**src/rtl/relu_backprop.sv**
```systemverilog
// ReLU backward-pass gradient gate with an in-order forward mask FIFO.
// Optional leaky negative side is enabled by defining RELU_BP_LEAKY_EN.
module relu_backprop #(
    parameter int WIDTH      = 18,
    parameter int DEPTH      = 16,
    parameter int LEAK_SHIFT = 3
) (
    input  logic                     clk,
    input  logic                     rst_n,
    input  logic                     flush,
    input  logic                     fwd_valid,
    output logic                     fwd_ready,
    input  logic [WIDTH-1:0]         fwd_in,
    input  logic                     grad_valid,
    output logic                     grad_ready,
    input  logic [WIDTH-1:0]         grad_in,
    output logic                     gout_valid,
    input  logic                     gout_ready,
    output logic [WIDTH-1:0]         gout,
    output logic [$clog2(DEPTH):0]   level
);
    localparam int AW = $clog2(DEPTH);
    localparam int LW = AW + 1;
    localparam logic [LW-1:0] FULL = LW'(DEPTH);

    logic [DEPTH-1:0] mask_q, mask_d;
    logic [AW-1:0]    wptr_q, wptr_d;
    logic [AW-1:0]    rptr_q, rptr_d;
    logic [LW-1:0]    level_q, level_d;
    logic             gout_valid_q, gout_valid_d;
    logic [WIDTH-1:0] gout_q, gout_d;
    logic             push, pop, fwd_mask, cur_mask;
    logic [WIDTH-1:0] gated;

    assign grad_ready = (level_q != '0) && (!gout_valid_q || gout_ready);
    assign pop        = grad_valid && grad_ready;
    assign fwd_ready  = (level_q != FULL) || pop;
    assign push       = fwd_valid && fwd_ready;

    // x > 0: sign clear and not zero
    assign fwd_mask = !fwd_in[WIDTH-1] && (fwd_in != '0);
    assign cur_mask = mask_q[rptr_q];

`ifdef RELU_BP_LEAKY_EN
    assign gated = cur_mask ? grad_in : ($signed(grad_in) >>> LEAK_SHIFT);
`else
    assign gated = cur_mask ? grad_in : '0;
`endif

    always_comb begin
        mask_d       = mask_q;
        wptr_d       = wptr_q;
        rptr_d       = rptr_q;
        level_d      = level_q;
        gout_valid_d = gout_valid_q;
        gout_d       = gout_q;
        if (flush) begin
            wptr_d       = '0;
            rptr_d       = '0;
            level_d      = '0;
            gout_valid_d = 1'b0;
            gout_d       = '0;
        end else begin
            if (push) begin
                mask_d[wptr_q] = fwd_mask;
                wptr_d         = wptr_q + 1'b1;
            end
            if (pop) begin
                rptr_d       = rptr_q + 1'b1;
                gout_d       = gated;
                gout_valid_d = 1'b1;
            end else if (gout_ready) begin
                gout_valid_d = 1'b0;
            end
            if (push && !pop) begin
                level_d = level_q + 1'b1;
            end else if (pop && !push) begin
                level_d = level_q - 1'b1;
            end
        end
    end

    always_ff @(posedge clk or negedge rst_n) begin
        if (!rst_n) begin
            mask_q       <= '0;
            wptr_q       <= '0;
            rptr_q       <= '0;
            level_q      <= '0;
            gout_valid_q <= 1'b0;
            gout_q       <= '0;
        end else begin
            mask_q       <= mask_d;
            wptr_q       <= wptr_d;
            rptr_q       <= rptr_d;
            level_q      <= level_d;
            gout_valid_q <= gout_valid_d;
            gout_q       <= gout_d;
        end
    end

    assign gout_valid = gout_valid_q;
    assign gout       = gout_q;
    assign level      = level_q;
endmodule
```
**config.mk**
```make
export PLATFORM = sky130hd
export DESIGN_NAME = relu_backprop
export DESIGN_NICKNAME = d
export VERILOG_FILES = /design/src/rtl/relu_backprop.sv
export SDC_FILE = /design/constraint.sdc
export NUM_CORES = 1
export LEC_CHECK = 0
export ABC_AREA = 1
export BUFFER_PORTS_ARGS = -buffer_cell sky130_fd_sc_hd__buf_2
export CORE_MARGIN = 3
export CORE_UTILIZATION = 35
export CTS_CLUSTER_SIZE = 25
export DETAILED_ROUTE_END_ITERATION = 6
export GPL_ROUTABILITY_DRIVEN = 0
export SLEW_MARGIN = 0
export SYNTH_ARGS = -nofsm -noshare
export SYNTH_HDL_FRONTEND = slang
export SYNTH_SLANG_ARGS = --single-unit
```
**constraint.sdc**
```tcl
create_clock -name clk -period 2.7 [get_ports clk]
set_clock_uncertainty 0.2 [all_clocks]
set_input_delay 0.405 -clock clk [delete_from_list [all_inputs] [get_ports clk]]
set_output_delay 0.405 -clock clk [all_outputs]
set_load 0.03 [all_outputs]
```
# After elaboration in Yosys (flattened, before gate mapping)
# Cells that the tools add are included.
dict set report op_classes {
  n_mux 18
  n_lt_le_gt_ge 3
  n_bitwise 1
  add_sub_neg 4
  n_reduce_logical 20
  n_eq_ne 1
}
# operator count
set ops {}
lappend ops {{two-way mux 18 bit} 3}
lappend ops {{nonzero test 18 bit} 1}
lappend ops {{bitwise mux 16 bit} 1}
lappend ops {{two-way mux 4 bit} 4}
lappend ops {{two-way mux 5 bit} 3}
lappend ops {{< comparator 4 x 5 -> 1 bit, second input constant} 2}
lappend ops {{adder 4 x 1 -> 4 bit, second input constant} 2}
lappend ops {{logical AND 1 bit} 7}
lappend ops {{nonzero test 3 bit} 2}
lappend ops {{adder 5 x 1 -> 5 bit, second input constant} 1}
lappend ops {{two-way mux 1 bit} 5}
lappend ops {{inequality test 5 bit, second input constant} 1}
lappend ops {{nonzero test 5 bit} 1}
lappend ops {{subtractor 5 x 1 -> 5 bit, second input constant} 1}
lappend ops {{binary-select mux 1 bit (select 4 bit)} 1}
lappend ops {{demux 1 bit (select 4 bit)} 1}
lappend ops {{greater-or-equal comparator 4 x 1 -> 1 bit, second input constant} 1}
lappend ops {{zero test 1 bit} 4}
lappend ops {{nonzero test 2 bit} 2}
lappend ops {{logical OR 1 bit} 2}
lappend ops {{AND reduction 2 bit} 1}
lappend ops {{inverter 1 bit} 1}
dict set report word_totals {
  output_inout_bits 26
  reg_bits 48
  in_bits 42
  elab_cells 53
}

# Logic depth before layout (Yosys ltp)
# Gate-level depths: netlist of the first run.
dict set report logic_depth {
  ltp_word 11
  depth_mapped 14
  depth_no_buf 14
}

# Worst setup path before layout of the first run
# OpenSTA, ideal clock, no wires.
dict set report synth_path {
  path_type {flip-flop to flip-flop}
  from {reg level_q[1] (netlist: level[1])}
  to {reg level_q[4] (netlist: level[4])}
  setup_slack_ns 0.220
  setup_ns 0.117
  t_arrival_ns 2.163
  period_less_slack_ns 2.480
  stages_incl_launch_ff 14
  required_time_ns 2.383
  path_buffers 0
  path_cell_list {dfrtp_1 > nor2_1 > nand3_2 > nand3_4 > nand3_1 > fa_1 > nand3_1 > nand3_1 > nand2_1 > nand2_1 > inv_1 > nor2_1 > nand2_1 > nand2_1}
}
dict set report synth_between {
  elab_chain_len 8
  word_cells_on_any_way 16
  classes_between {add/sub: 2; eq/ne: 1; mux: 3; reduce/logical: 10}
}
# item line_no
set synth_rtl {}
lappend synth_rtl {{start, declared} 29} ;# logic [LW-1:0] level_q, level_d;
lappend synth_rtl {{start signal, assigned} 95} ;# level_q <= level_d;
lappend synth_rtl {{branches (longest 8 deep; another with subtractor 5 x 1 -> 5 bit)} -}
# Several ways; the timed one is not identified. The select of a mux whose other input is x is not followed.
# A chain may end at the register's enable or synchronous reset.

# Worst setup path in the final report of the first run
# Ends and elaborated chain as after synthesis.

==> run_results.csv, run 1 <==
group,metric,value,unit
outcome,status,"complete, but fails checks",
detailed_routing,wl_per_cell,11.2,um
global_routing,grt_antenna_before_repair,0,
placement,hpwl,4.69,mm
timing,worst_hold_slack,-0.0130,ns
global_routing,grt_pass1_wl,10.5,mm
min_path,hp-class,"input port to async pin",
critical_path,crit_required,2.71,ns
timing,tightest_slew,0.622,ns
global_routing,grt_usage,14.4,%
logic_synthesis,syn-num-nets,445,
logic_synthesis,synth_top_area_share,42.6,%
cts,numCtsBuffers,5,
detailed_routing,finalWirelength,6.32,mm
timing,timing.fmax,428,MHz
timing,maxSlewHeadroom,58.5,%
final_layout,fin_nets,511,
timing,min_period_over_period,86.6,%
timing,fin_setup_tns,0,ns
logic_synthesis,yosysUniqueCellTypes,25,
power_and_ir_drop,leakagePower,1.89,nW
cts,cts_sinks,48,
cts,h-tree-depth,2,
cts,tritoncts,"yes",
placement,portBuffers,67,
detailed_routing,vias,2543,
cts,clk_pin_slew,0.09,ns
detailed_routing,antenna_left,0,
cts,cts_buffer_depth,2,
power_and_ir_drop,vdd_drop_max,300,uV
floorplanning,start_util,36.3,%
cts,root_buffer,"clkbuf_8",
placement,dp_cells,554,
logic_synthesis,synth.area.top_cells,"dfrtp_1 (43%), nand2_1 (17%), nor2_1 (8.0%)",
final_layout,syn2layout_area_growth,18.4,%
flow_run,cap_violations,0,
timing,rsz0062_at_grt,"false",
global_routing,overflow,0,
timing,final-setup-viol-count,0,
timing,slew_violations,0,
critical_path,cp-end-kind,"flop",
final_layout,postLayoutCoreUtil,43.0,%
floorplanning,die_y,95.8,um
final_layout,final_cells,562,
logic_synthesis,yosys_warnings,0,
logic_synthesis,ys_ff_latch,48,
detailed_routing,drtIter0Drc,89,
logic_synthesis,seq_area_frac_synth,42.6,%
detailed_routing,firstDrtPassIters,4,
global_routing,grt_max_degree,49,
floorplanning,ioPinCount,68,
logic_synthesis,synth_top_area_cell,"dfrtp_1",
detailed_routing,via_per_inst,4.52,
final_layout,n_antenna_cell,0,
floorplanning,num_rows,32,
timing,period_needed,2.34,ns
logic_synthesis,syn_area,2820,um2
cts,clock_latency,0.31,ns
critical_path,critical_path_class,"flop to flop",
critical_path,crit_path_start_kind,"flop",
global_routing,grt_pass1_vias,2337,
floorplanning,core-area,7770,um2
critical_path,cp_data_arrival_time,2.35,ns
final_layout,drive_gt1_share,20.2,%
outcome,violations,"hold timing",
critical_path,cp_max_fo,6,
cts,cts_setup_buffers,0,
power_and_ir_drop,powerDensity,797,nW/um2
floorplanning,fp.dieW,95.8,um
final_layout,nFillCells,818,
logic_synthesis,synth_cells,393,
floorplanning,die_area,9170,um2
critical_path,worstRegToRegCells,13,
timing,hold_viol_final,39,
logic_synthesis,syn_avg_cell_area,7.18,um2
detailed_routing,drc,0,
==> cell type report <==
cell class | count | area (um2) | area share (%)
Clock inverter | 3 | 46.3 | 1.39
Multi-Input combinational cell | 274 | 1310 | 39.3
Inverter | 60 | 225 | 6.74
Tap cell | 102 | 128 | 3.82
Clock buffer | 5 | 68.8 | 2.06
Timing Repair Buffer | 70 | 358 | 10.7
Sequential cell | 48 | 1200 | 36.0
==> through the flow <==
| stage | worst slack [ns] | area (um2) | power, mW |
|---|---|---|---|
| global route | 0.0725 | 3340 | 2.88 |
| finish | 0.363 | 3340 | 2.66 |
| floorplan | 0.220 | 2820 | 1.89 |
| global placement | 0.361 | 3220 | 2.13 |
| detailed placement | 0.269 | 3220 | 2.14 |
| CTS | 0.256 | 3330 | 2.70 |
==> layout by cell type (no fill, tap or decap), types with 2 or more instances in the layout <==
cell / instances
inv_1: 58
nand3_2: 3
buf_4: 3
nand3_1: 18
a21oi_1: 8
clkbuf_8: 5
o211ai_1: 4
nand2_1: 129
o21ai_0: 17
dfrtp_1: 48
nand3_4: 3
inv_2: 2
o21ai_1: 9
nor2_2: 2
nand2_2: 2
nor2_1: 60
ha_1: 9
xor2_1: 3
buf_2: 67
==> worst paths after layout <==
kind / from / slack [ns] / to
max in group asynchronous: rst_n / 1.90 / wptr_q[0]
max: level[1] / 0.36 / level[4]
min in group clk: flush / 0.15 / gout_valid
min reg2reg: gout[10] / 0.28 / gout[10]
max reg2reg: level[1] / 0.36 / level[4]
min: rst_n / -0.01 / gout[11]
==> where the power goes <==
part	total [mW]	switching, mW	internal (mW)	leakage, nW
Combinational	1.12	0.760	0.359	1.18
Clock	0.543	0.264	0.279	0.0548
Sequential	1.00	0.147	0.854	0.652
Total	2.66	1.17	1.49	1.89
==> worst max-delay path, stage by stage, from the launching register on <==
cell	delay (ns)
dfrtp_1	0.45
nor2_1	0.22
nand3_2	0.14
nand3_4	0.12
nand3_2	0.14
fa_1	0.43
nand3_1	0.12
nand2_1	0.06
nand2_1	0.06
nand2_1	0.06
nor2_1	0.10
nor2_1	0.05
nand2_1	0.05
nand2_1	0.04
==> what timing repair did <==
action / CTS / global route
hold buffers: 0 / 0
endpoints found under the setup margin: 0 / 1
resized for setup: 0 / 1
==> synthesized netlist by cell type <==
| library cell | n |
|---|---|
| o21ai_1 | 9 |
| nand3_2 | 2 |
| and2_4 | 1 |
| inv_2 | 2 |
| nor3_1 | 1 |
| inv_1 | 58 |
| nor2_2 | 2 |
| o211ai_1 | 4 |
| nand3_1 | 19 |
| a21oi_1 | 8 |
| buf_2 | 6 |
| nand2_1 | 129 |
| ha_1 | 9 |
| nor2_1 | 60 |
| nand3_4 | 3 |
| nand2_4 | 1 |
| nor4_1 | 1 |
| a21oi_2 | 1 |
| fa_1 | 1 |
| o21ai_0 | 17 |
| nand2_2 | 2 |
| nand4_1 | 1 |
| buf_6 | 5 |
| dfrtp_1 | 48 |
| xor2_1 | 3 |
==> cells by family after synthesis <==
kind of cell / Yosys count / share of synthesized area [%]
xor+xnor: 3 / 0.932
flops: 48 / 42.6
buf+inv: 71 / 11.0
compound gates: 39 / 7.41
fa+ha+maj: 10 / 4.70
simple gates: 222 / 33.3
==> flip-flops by register name (all words and copies together) (netlist names) <==
| name | flops |
|---|---|
| gout | 18 |
| mask_q | 16 |
| level | 5 |
| rptr_q | 4 |
| wptr_q | 4 |
| gout_valid | 1 |
==> per-layer routing <==
layer  vias to the layer above  wire length, um  GRT usage (%)
met5                         -                0              0
met4                         0               81           4.27
met3                         6              414           3.05
met2                        59             2930           25.2
met1                      1151             2890           17.8
li1                       1327                -              -
Note: power is estimated with default switching activity, not from simulation.
==> inputs of run 2 (changes only) <==
--- a/config.mk
+++ b/config.mk
@@ -12,6 +12,7 @@
 export CTS_CLUSTER_SIZE = 25
 export DETAILED_ROUTE_END_ITERATION = 6
 export GPL_ROUTABILITY_DRIVEN = 0
+export RECOVER_POWER = 25
 export SLEW_MARGIN = 0
 export SYNTH_ARGS = -nofsm -noshare
 export SYNTH_HDL_FRONTEND = slang
==> run 2 against run 1 <==
  * The run now ends clean
  * Global-route usage did not move
  * Design area barely moved
  * Clock power barely moved
  * Clock-buffer cell count did not move
  * Sequential share of layout area barely moved
  * Final cell count did not move
  * Critical endpoint unchanged
  * Largest power group unchanged
  * Highest routed layer unchanged
==> run_results.csv, run 2 (synthesized netlist as in run 1, its figures left out) <==
group,metric,value,unit
final_layout,final_cells,562,
cts,root_buffer,"clkbuf_8",
cts,tritoncts,"yes",
final_layout,fin_nets,511,
detailed_routing,vias,2543,
final_layout,nFillCells,819,
cts,cts_sinks,48,
detailed_routing,wl_per_cell,11.2,um
critical_path,cp_max_fo,6,
cts,clk_pin_slew,0.09,ns
global_routing,overflow,0,
cts,numCtsBuffers,5,
min_path,hp-class,"input port to flop",
detailed_routing,via_per_inst,4.52,
timing,maxSlewHeadroom,20.0,%
power_and_ir_drop,p_sw,1.17,mW
critical_path,cpMostUsedCell,"nand2_1",
critical_path,cp-end-kind,"flop",
global_routing,grt_pass1_wl,10.5,mm
critical_path,r2r-end,"level[4]",
critical_path,cp_data_arrival_time,2.35,ns
critical_path,crit_required,2.71,ns
final_layout,n_antenna_cell,0,
placement,post-place-ws,0.269,ns
critical_path,crit_chain,"nor2_1, nand3_2, nand3_4, nand3_2, fa_1, nand3_1, nand2_1, nand2_1, nand2_1, nor2_1, nor2_1, nand2_1, nand2_1",
critical_path,cp_top_family,"simple AND/OR/NAND/NOR gates",
global_routing,grt_antenna_before_repair,0,
final_layout,largest_reg_flops,18,
timing,period_needed,2.34,ns
critical_path,worstRegToRegCells,13,
power_and_ir_drop,powerDensity,798,nW/um2
cts,cts_buffer_depth,2,
final_layout,drive_gt1_share,20.2,%
placement,portBuffers,67,
detailed_routing,finalWirelength,6.32,mm
outcome,status,"completed",
timing,rsz0062_at_grt,"false",
final_layout,mostFrequentLayoutCells,"nand2_1 (129), buf_2 (67), nor2_1 (60)",
critical_path,crit_start,"level[1]",
power_and_ir_drop,vdd_drop_max,300,uV
critical_path,crit_path_start_kind,"flop",
detailed_routing,firstDrtPassIters,4,
final_layout,register_area,1200,um2
final_layout,syn2layout_area_growth,18.3,%
critical_path,max_stage_delay,0.45,ns
final_layout,final_common_cell,"nand2_1",
power_and_ir_drop,p_comb_share,42.0,%
detailed_routing,drtIter0Drc,89,
placement,hpwl,4.69,mm
floorplanning,die_y,95.8,um
floorplanning,start_util,36.3,%
timing,worst_hold_slack,0.154,ns
flow_run,cap_violations,0,
critical_path,worst-path-buf-inv,0,
floorplanning,ioPinCount,68,
placement,dp_cells,554,
global_routing,grt_usage,14.4,%
global_routing,grt_pass1_vias,2337,
power_and_ir_drop,p_clk_share,20.4,%
min_path,min_from,"flush",
critical_path,critical_path_class,"flop to flop",
timing,setup_ws,0.363,ns
power_and_ir_drop,power.internal,1.49,mW
power_and_ir_drop,p_seq_share,37.6,%
detailed_routing,drc,0,
power_and_ir_drop,switching_share,44.0,%
cts,clock_latency,0.31,ns
timing,tightest_slew,1.20,ns
cts,h-tree-depth,2,
timing,final-setup-viol-count,0,
floorplanning,fp.dieW,95.8,um
timing,min_period_over_period,86.6,%
timing,timing.fmax,428,MHz
timing,fin_setup_tns,0,ns
detailed_routing,antenna_left,0,
critical_path,r2r_slack,0.36,ns
critical_path,r2r-start,"level[1]",
timing,hold_viol_final,0,
floorplanning,num_rows,32,
critical_path,critPathSlowestCell,"dfrtp_1",
min_path,worstHoldEndpoint,"gout_valid",
floorplanning,core-area,7770,um2
min_path,hold_depth,2,
final_layout,multiInputGateArea,1310,um2
floorplanning,die_area,9170,um2
cts,cts_hold_buf,0,
power_and_ir_drop,leakagePower,1.89,nW
global_routing,grt_max_degree,49,
timing,slew_violations,0,
## run 2: worst max path at each step
stage / end / slack, ns / cells past startpoint
after global routing: level[4] / 0.07 / 13
after CTS: level[4] / 0.26 / 13
final: level[4] / 0.36 / 13
after global placement: level[4] / 0.36 / 13
after floorplan: level[4] / 0.22 / 13
after detailed placement: level[4] / 0.27 / 13
## run 2: cell type report
| type | count | area share [%] |
|---|---|---|
| repair buffers | 70 | 10.6 |
| flip-flops and latches | 48 | 36.0 |
| clock buffers | 5 | 2.06 |
| multi-input cells | 274 | 39.3 |
| clock inverters | 3 | 1.39 |
| inverters | 60 | 6.75 |
| well taps | 102 | 3.82 |
## run 2: timing repair
item / CTS / global route
setup endpoints to repair: 0 / 1
gates resized for setup: 0 / 1
setup buffers: 0 / 0
## run 2: power groups by stage
stage	Combinational (mW)	Sequential, mW	Clock, mW
2_1_floorplan	0.768	1.12	0
3_3_place_gp	1.12	1.01	0
3_5_place_dp	1.13	1.01	0
4_1_cts	1.13	1.00	0.560
5_1_grt	1.27	1.03	0.587
6_report	1.12	1.00	0.543
## run 2: through the flow
step                      area, um2  util, %  power, mW
after global placement         3220     41.4       2.13
after detailed placement       3220     41.4       2.14
final                          3340     43.0       2.66
after floorplan                2820        -       1.89
after global routing           3340     43.0       2.88
after CTS                      3330     42.9       2.70
## run 2: layer usage
metal / GRT usage (%) / wire (um)
met3: 3.05 / 414
met1: 17.8 / 2890
met2: 25.2 / 2930
met5: 0 / 0
met4: 4.27 / 81
